===== src/rtl/addsub_acc_stage.sv =====
// Streaming add/subtract stage: one operation per cycle through a valid/ready input.
// The result lands in a registered output slot alongside an accumulator, a sticky overflow flag and an op counter.
module addsub_acc_stage #(
    parameter int WIDTH    = 16,
    parameter int CNT_W    = 16,
    parameter int SATURATE = 0
) (
    input  logic             clk,
    input  logic             rst_n,
    input  logic             clr,
    input  logic             in_valid,
    output logic             in_ready,
    input  logic [WIDTH-1:0] in_a,
    input  logic [WIDTH-1:0] in_b,
    input  logic             in_mode,
    input  logic             in_acc,
    output logic             out_valid,
    input  logic             out_ready,
    output logic [WIDTH-1:0] out_sum,
    output logic             out_cout,
    output logic             out_of,
    output logic [WIDTH-1:0] acc,
    output logic             sticky_of,
    output logic [CNT_W-1:0] op_count
);

    logic signed [WIDTH-1:0] a_p0;
    logic signed [WIDTH-1:0] b_p0;
    logic signed [WIDTH-1:0] raw_p0;
    logic signed [WIDTH-1:0] res_p0;
    logic        [WIDTH:0]   ext_p0;
    logic                    cout_p0;
    logic                    of_p0;
    logic                    accept;

    logic                    vld_p1;
    logic signed [WIDTH-1:0] sum_p1;
    logic                    cout_p1;
    logic                    of_p1;
    logic signed [WIDTH-1:0] acc_p1;
    logic                    sticky_p1;
    logic        [CNT_W-1:0] cnt_p1;

    // Overflowed results clamp toward the sign of operand A, which is the sign both operands share.
    function automatic logic signed [WIDTH-1:0] sat_fn(
        input logic signed [WIDTH-1:0] raw,
        input logic                    a_neg,
        input logic                    ovf
    );
        logic signed [WIDTH-1:0] r;
        r = raw;
        if (SATURATE != 0 && ovf) begin
            r = a_neg ? {1'b1, {(WIDTH-1){1'b0}}} : {1'b0, {(WIDTH-1){1'b1}}};
        end
        return r;
    endfunction

    assign in_ready = !vld_p1 || out_ready;
    assign accept   = in_valid && in_ready;

    // Stage 0: operand selection and add/subtract.
    always_comb begin
        a_p0    = in_acc ? (clr ? '0 : acc_p1) : in_a;
        b_p0    = in_mode ? ~in_b : in_b;
        ext_p0  = {1'b0, a_p0} + {1'b0, b_p0} + (WIDTH+1)'(in_mode);
        raw_p0  = ext_p0[WIDTH-1:0];
        cout_p0 = ext_p0[WIDTH];
        of_p0   = (a_p0[WIDTH-1] == b_p0[WIDTH-1]) && (raw_p0[WIDTH-1] != a_p0[WIDTH-1]);
        res_p0  = sat_fn(raw_p0, a_p0[WIDTH-1], of_p0);
    end

    // Stage 1: output slot, accumulator and bookkeeping.
    always_ff @(posedge clk or negedge rst_n) begin
        if (!rst_n) begin
            vld_p1    <= 1'b0;
            sum_p1    <= '0;
            cout_p1   <= 1'b0;
            of_p1     <= 1'b0;
            acc_p1    <= '0;
            sticky_p1 <= 1'b0;
            cnt_p1    <= '0;
        end else begin
            if (accept) begin
                vld_p1  <= 1'b1;
                sum_p1  <= res_p0;
                cout_p1 <= cout_p0;
                of_p1   <= of_p0;
            end else if (out_ready) begin
                vld_p1  <= 1'b0;
            end

            // A clear in the same cycle as an accept wipes the old state before the new op counts.
            if (accept) begin
                acc_p1    <= res_p0;
                cnt_p1    <= (clr ? '0 : cnt_p1) + CNT_W'(1);
                sticky_p1 <= (clr ? 1'b0 : sticky_p1) | of_p0;
            end else if (clr) begin
                acc_p1    <= '0;
                cnt_p1    <= '0;
                sticky_p1 <= 1'b0;
            end
        end
    end

    assign out_valid = vld_p1;
    assign out_sum   = sum_p1;
    assign out_cout  = cout_p1;
    assign out_of    = of_p1;
    assign acc       = acc_p1;
    assign sticky_of = sticky_p1;
    assign op_count  = cnt_p1;

endmodule


===== config.mk =====
export PLATFORM = sky130hd
export DESIGN_NAME = addsub_acc_stage
export DESIGN_NICKNAME = d
export VERILOG_FILES = /design/src/rtl/addsub_acc_stage.sv
export SDC_FILE = /design/constraint.sdc
export NUM_CORES = 1
export LEC_CHECK = 0
export BUFFER_PORTS_ARGS = -buffer_cell sky130_fd_sc_hd__buf_2
export CAP_MARGIN = 20
export CORE_ASPECT_RATIO = 1.75
export CORE_MARGIN = 2
export CORE_UTILIZATION = 56
export DETAILED_ROUTE_END_ITERATION = 10
export PLACE_DENSITY_LB_ADDON = 0.3
export SYNTH_ARGS = -nofsm -noshare
export SYNTH_HDL_FRONTEND = slang
export SYNTH_SLANG_ARGS = --single-unit

===== constraint.sdc =====
create_clock -name clk -period 7 [get_ports clk]
set_input_delay 0.35 -clock clk [delete_from_list [all_inputs] [get_ports clk]]
set_output_delay 0.35 -clock clk [all_outputs]
set_load 0.02 [all_outputs]

==> impl_metrics.ini, run 1 <==
[yosys]
synth-main-ff-cell = dfrtp_1
synth-edff-count = 0
yosysWarnings = 0
syn_area_um2 = 3460
syn_inst = 383
synth_top_cell_area_share = 0.376
yosysTopAreaCell = dfrtp_1
ys_seq_area_frac = 0.376
ys_types = 54
syn_nets = 439
synth_area_leaders = dfrtp_1 38%, xor2_1 6.3%, nand2_1 6.1%
async_flop_share = 1.00
synth-seq-cells = 52
avgSynthCellArea_um2 = 9.03

[finish]
nets = 519
n_fill_cell = 525
syn_to_final_growth_pct = 16.4
diodes = 0
layout-drive-gt1-share = 0.267

[sta]
finalCritPeriodShare = 0.436
finClkSkew_ns = 0.00683
slew_headroom = 0.554
worst_slew_pin_slew_ns = 0.668
fmax_mhz = 328
fin_ws_ns = 3.95
period_needed_ns = 3.05
setup-tns-final_ns = 0
setup_viol = 0
hold_viol = 0
grt_setup_unrepaired = no
slew_viol_final = 0

[floorplan]
dieWidth_um = 63.4
dieArea_um2 = 6850
rows = 37
start_util = 0.584
pin_count = 92
fp.dieH_um = 108
core-area_um2 = 5930

[detailed_routing]
dr_total_vias = 3097
firstDrtPassIters = 4
wl_per_cell_um = 15.6
drc = 0
vias_per_cell = 5.71
drt_iter0_markers = 184
wirelength_um = 8470
final_antenna_net_count = 0

[global_routing]
antenna_found_initial = 0
grt_max_degree = 53
grt_usage = 0.259
grt_pass1_vias = 3008
grt_overflow = 0
grt_pass1_wl_um = 13900

[place]
dp_hpwl_um = 6230
io_buffer_count = 91
gp_congestion = 0.847
dpl_worst_slack_ns = 3.64

[pwr]
internal_power_uw = 592
p_switching_uw = 407
irDropWorstVdd_uv = 136
p_leak_nw = 2.07
pwr-share-comb = 0.428
seqPwrFrac = 0.395
switching_share = 0.408
clkPwrFrac = 0.176
p_per_area_nw_per_um2 = 248

[clock_tree]
clock_latency_ns = 0.32
root_buffer = clkbuf_8
htree_levels = 2
post_cts_buffers = 0
clkTransAtPathRegs_ns = 0.10
cts.path.max_buffers = 2
postCtsHoldBufs = 0
cts_sinks = 52
cts_tree = yes
cts_resized = 0
cts-buffers-inserted = 5

[worst_setup_path]
r2r-start = acc[9]$_DFF_PN0_
worst-setup-path-type = input pin to flop
cp.required_ns = 7.21
r2r_setup_slack_ns = 4.31
cp-startpoint = clr
crit_slowest_cell = inv_1
cp-end-kind = flop
start_kind = input pin
critPathMaxFanout = 23
worst-endpoint-arrival_ns = 3.26
path_cells = buf_2, inv_1, a31o_2, ha_1, a211o_1, o211ai_2, nand3_1, a221o_1, nor3_1, nand2_1
rr_worst_depth = 9
critPathMaxStageDelay_ns = 0.45
worstReg2RegEnd = out_sum[15]$_DFFE_PN0P_

[job]
max_cap_viol_count = 0

[worst_hold_path]
hp-class = input pin to async pin

[status]
status = complete, no violations
[layout by cell type, fill, tap and decap left out, types with 2 or more instances in the layout]
cell,count
a211oi_1,3
a21o_1,7
a21oi_1,21
a31o_2,7
a31oi_1,3
and2_1,4
and3_1,10
and4_1,2
buf_2,91
buf_4,3
clkbuf_8,5
dfrtp_1,52
ha_1,16
inv_1,6
mux2_2,9
mux2i_1,5
nand2_1,56
nand2b_1,5
nand3_1,16
nand4_1,7
nor2_1,22
nor2b_1,21
nor3_1,8
nor3b_1,2
o2111ai_1,2
o21a_1,4
o21ai_0,13
o31ai_1,3
or3_1,2
xnor2_1,10
xor2_1,25
[synthesized netlist by cell type (all sizes together) (4+ instances only)]
| library cell | count |
|---|---|
| a21o | 7 |
| a21oi | 21 |
| a31o | 8 |
| a31oi | 5 |
| and2 | 4 |
| and3 | 11 |
| buf | 8 |
| clkbuf | 13 |
| dfrtp | 52 |
| ha | 16 |
| inv | 6 |
| mux2 | 9 |
| mux2i | 5 |
| nand2 | 56 |
| nand2b | 5 |
| nand3 | 16 |
| nand4 | 7 |
| nor2 | 22 |
| nor2b | 21 |
| nor3 | 8 |
| o21a | 4 |
| o21ai | 14 |
| xnor2 | 10 |
| xor2 | 25 |
[metrics by stage]
stage	cell area (um2)	power, mW	utilization	hold WS [ns]	cells
3_3_place_gp	3940	0.817	0.665	0.457	534
4_1_cts	4030	1.01	0.680	0.159	542
2_1_floorplan	3460	0.698	-	0.0544	383
3_5_place_dp	3940	0.829	0.665	0.458	534
5_1_grt	4030	1.07	0.680	0.212	542
6_report	4030	0.999	0.680	0.134	542
[critical path: cells and delay by family]
kind,cells,cell delay [ns]
adder cells (fa/ha/maj),1,0.39
AO/OA/AOI/OAI,4,1.12
buffers and inverters,2,0.85
AND/OR/NAND/NOR,3,0.55
[layer usage]
| metal | wire (um) | up-vias | GRT usage |
|---|---|---|---|
| met4 | 181 | 0 | 0.113 |
| met5 | 0 | - | 0 |
| met2 | 4660 | 87 | 0.480 |
| met3 | 430 | 12 | 0.0354 |
| met1 | 3200 | 1496 | 0.290 |
| li1 | - | 1502 | - |
[layout make-up]
type / instances / area (um2) / area share
Sequential cell: 52 / 1300 / 0.323
Clock inverter: 2 / 16.3 / 0.00404
Inverter: 6 / 22.5 / 0.00559
Timing Repair Buffer: 94 / 478 / 0.119
Multi-Input combinational cell: 304 / 2040 / 0.506
Clock buffer: 6 / 72.6 / 0.0180
Tap cell: 78 / 97.6 / 0.0242
[cells by family after synthesis]
kind of cell / after synthesis / synth area share
AND/OR/NAND/NOR: 160 / 0.230
AO/OA/AOI/OAI: 78 / 0.163
flip-flops: 52 / 0.376
XOR/XNOR: 35 / 0.0886
buffers and inverters: 27 / 0.0344
adder cells (fa/ha/maj): 17 / 0.0637
multiplexers: 14 / 0.0438
[how the worst max path moves through the flow]
stage | end | cells after the start
2_1_floorplan | acc[12]$_DFF_PN0_ | 12
3_3_place_gp | out_sum[12]$_DFFE_PN0P_ | 10
3_5_place_dp | out_sum[15]$_DFFE_PN0P_ | 10
4_1_cts | out_sum[15]$_DFFE_PN0P_ | 10
5_1_grt | acc[15]$_DFF_PN0_ | 10
6_report | out_sum[15]$_DFFE_PN0P_ | 10
[power groups by stage]
stage	registers (mW)	clock network, mW	logic, mW
after floorplan	0.472	0	0.226
after global placement	0.400	0	0.416
after detailed placement	0.401	0	0.428
after CTS	0.395	0.182	0.430
after global routing	0.403	0.193	0.469
final	0.395	0.176	0.428
[registers in the layout, indices dropped and copies added, names as in the netlist]
signal / count
out_sum: 16
acc: 16
out_of: 1
out_cout: 1
sticky_of: 1
op_count: 16
out_valid: 1
No activity file was read; power rests on OpenSTA's default activity.
==> inputs of run 2 (changes only) <==
--- a/config.mk
+++ b/config.mk
@@ -9,7 +9,7 @@
 export CAP_MARGIN = 20
 export CORE_ASPECT_RATIO = 1.75
 export CORE_MARGIN = 2
-export CORE_UTILIZATION = 56
+export CORE_UTILIZATION = 48
 export DETAILED_ROUTE_END_ITERATION = 10
 export PLACE_DENSITY_LB_ADDON = 0.3
 export SYNTH_ARGS = -nofsm -noshare
==> constraint.sdc (replaced) <==
create_clock -name clk -period 2.5 [get_ports clk]
set_input_delay 0.125 -clock clk [delete_from_list [all_inputs] [get_ports clk]]
set_output_delay 0.125 -clock clk [all_outputs]
set_load 0.02 [all_outputs]
==> run 2 against run 1 <==
Net effect: via count is 5.3% higher; worst setup slack worse by 3.9 ns; global-route usage is 1.8 points lower; highest routed layer unchanged.
==> impl_metrics.ini, run 2 (synthesis results as in run 1) <==
[status]
status = complete, no violations

[sta]
finClkSkew_ns = 0.00786
hold_viol = 0
worst_slew_pin_slew_ns = 0.670
period_needed_ns = 2.41
fmax_mhz = 415
finalCritPeriodShare = 0.965
setup_viol = 0
slew_headroom = 0.554
grt_setup_unrepaired = yes
slew_viol_final = 0

[place]
placed_area_um2 = 4300
dp_hpwl_um = 7100
io_buffer_count = 91
gp_congestion = 0.944
dp_cells = 584

[global_routing]
antenna_found_initial = 0
grt_pass1_vias = 3196
grt_pass1_wl_um = 14400
grt_max_degree = 53
grt_overflow = 0
grt_usage = 0.241

[finish]
final_cell_area_um2 = 4530
n_fill_cell = 615
final_common_cell = buf_2
syn_to_final_growth_pct = 30.9
nets = 562
diodes = 0
final_cell_mix = 91 x buf_2, 56 x nand2_1, 52 x dfrtp_1
stdcell_count = 593
layout-drive-gt1-share = 0.343

[clock_tree]
cts-buffers-inserted = 5
cts_tree = yes
post_cts_buffers = 0
root_buffer = clkbuf_16
cts.path.max_buffers = 2
cts_sinks = 52
clkTransAtPathRegs_ns = 0.07
clock_latency_ns = 0.30
htree_levels = 2

[job]
max_cap_viol_count = 0

[detailed_routing]
wl_per_cell_um = 15.5
dr_total_vias = 3262
wirelength_um = 9210
vias_per_cell = 5.50
drc = 0
drt_iter0_markers = 174
final_antenna_net_count = 0
firstDrtPassIters = 4

[floorplan]
start_util = 0.489
dieArea_um2 = 7930
dieWidth_um = 68.2
pin_count = 92
core-area_um2 = 7080
fp.dieH_um = 116
rows = 41

[worst_setup_path]
r2r_setup_slack_ns = 0.09
cp-end-kind = flop
cp.required_ns = 2.67
worst-setup-path-type = flop to flop
critPathMaxFanout = 6
worst-endpoint-arrival_ns = 2.58
start_kind = flop

[pwr]
p_leak_nw = 2.33
p_per_area_nw_per_um2 = 726
irDropWorstVdd_uv = 445

[worst_hold_path]
hp-class = input pin to flop
## run 2: critical path, stage by stage (launching register included)
cell and delay, ns:
dfrtp_1 0.41, a31o_2 0.25, ha_1 0.38, and3_4 0.23, a2111oi_4 0.33, o31a_2 0.22, buf_4 0.12, nand4b_1 0.11
o21a_1 0.16, o21ai_0 0.08
## run 2: final timing paths
| path | from | endpoint | cells past startpoint |
|---|---|---|---|
| max | acc[8]$_DFF_PN0_ | acc[14]$_DFF_PN0_ | 9 |
| min | in_valid | out_valid$_DFFE_PN0P_ | 2 |
| max reg2reg | acc[8]$_DFF_PN0_ | acc[14]$_DFF_PN0_ | 9 |
| min reg2reg | out_sum[4]$_DFFE_PN0P_ | out_sum[4]$_DFFE_PN0P_ | 2 |
| max in group asynchronous | rst_n | acc[1]$_DFF_PN0_ | 3 |
| min in group asynchronous | rst_n | op_count[5]$_DFF_PN0_ | 3 |
## run 2: cell type report
type / count / area (um2) / share of cell area
inverters: 6 / 22.5 / 0.00497
flip-flops and latches: 52 / 1300 / 0.287
well taps: 86 / 108 / 0.0238
repair buffers: 137 / 832 / 0.184
clock buffers: 5 / 125 / 0.0276
multi-input cells: 304 / 2100 / 0.463
clock inverters: 3 / 42.5 / 0.00939
## run 2: routing by layer
metal	up-vias	GRT usage	share of wire
met4	0	0.105	0.031
met2	85	0.447	0.55
met3	21	0.0385	0.035
met1	1564	0.259	0.38
li1	1592	-	-
met5	-	0	0
## run 2: what timing repair did
action,in CTS,in global routing
endpoints found under the setup margin,0,15
hold buffers,1,0
endpoints found under the hold margin,52,0
resized for setup,0,10
## run 2: report_power, final
group          total, mW  internal (mW)  switching [mW]
sequential          1.11           1.01          0.0980
combinational       1.40          0.601           0.796
clock              0.784          0.471           0.314
## run 2: stage by stage
step / power, mW / TNS, ns / setup WS (ns) / utilization / hold slack (ns)
6_report: 3.29 / 0 / 0.0886 / 0.640 / 0.0616
5_1_grt: 3.49 / -0.0235 / -0.0119 / 0.640 / 0.0771
4_1_cts: 3.28 / 0 / 0.00356 / 0.633 / 0.0601
3_5_place_dp: 2.49 / -0.565 / -0.0956 / 0.608 / 0.288
3_3_place_gp: 2.46 / -0.120 / -0.0246 / 0.608 / 0.283
2_1_floorplan: 1.97 / 0 / 0.00611 / - / -0.171
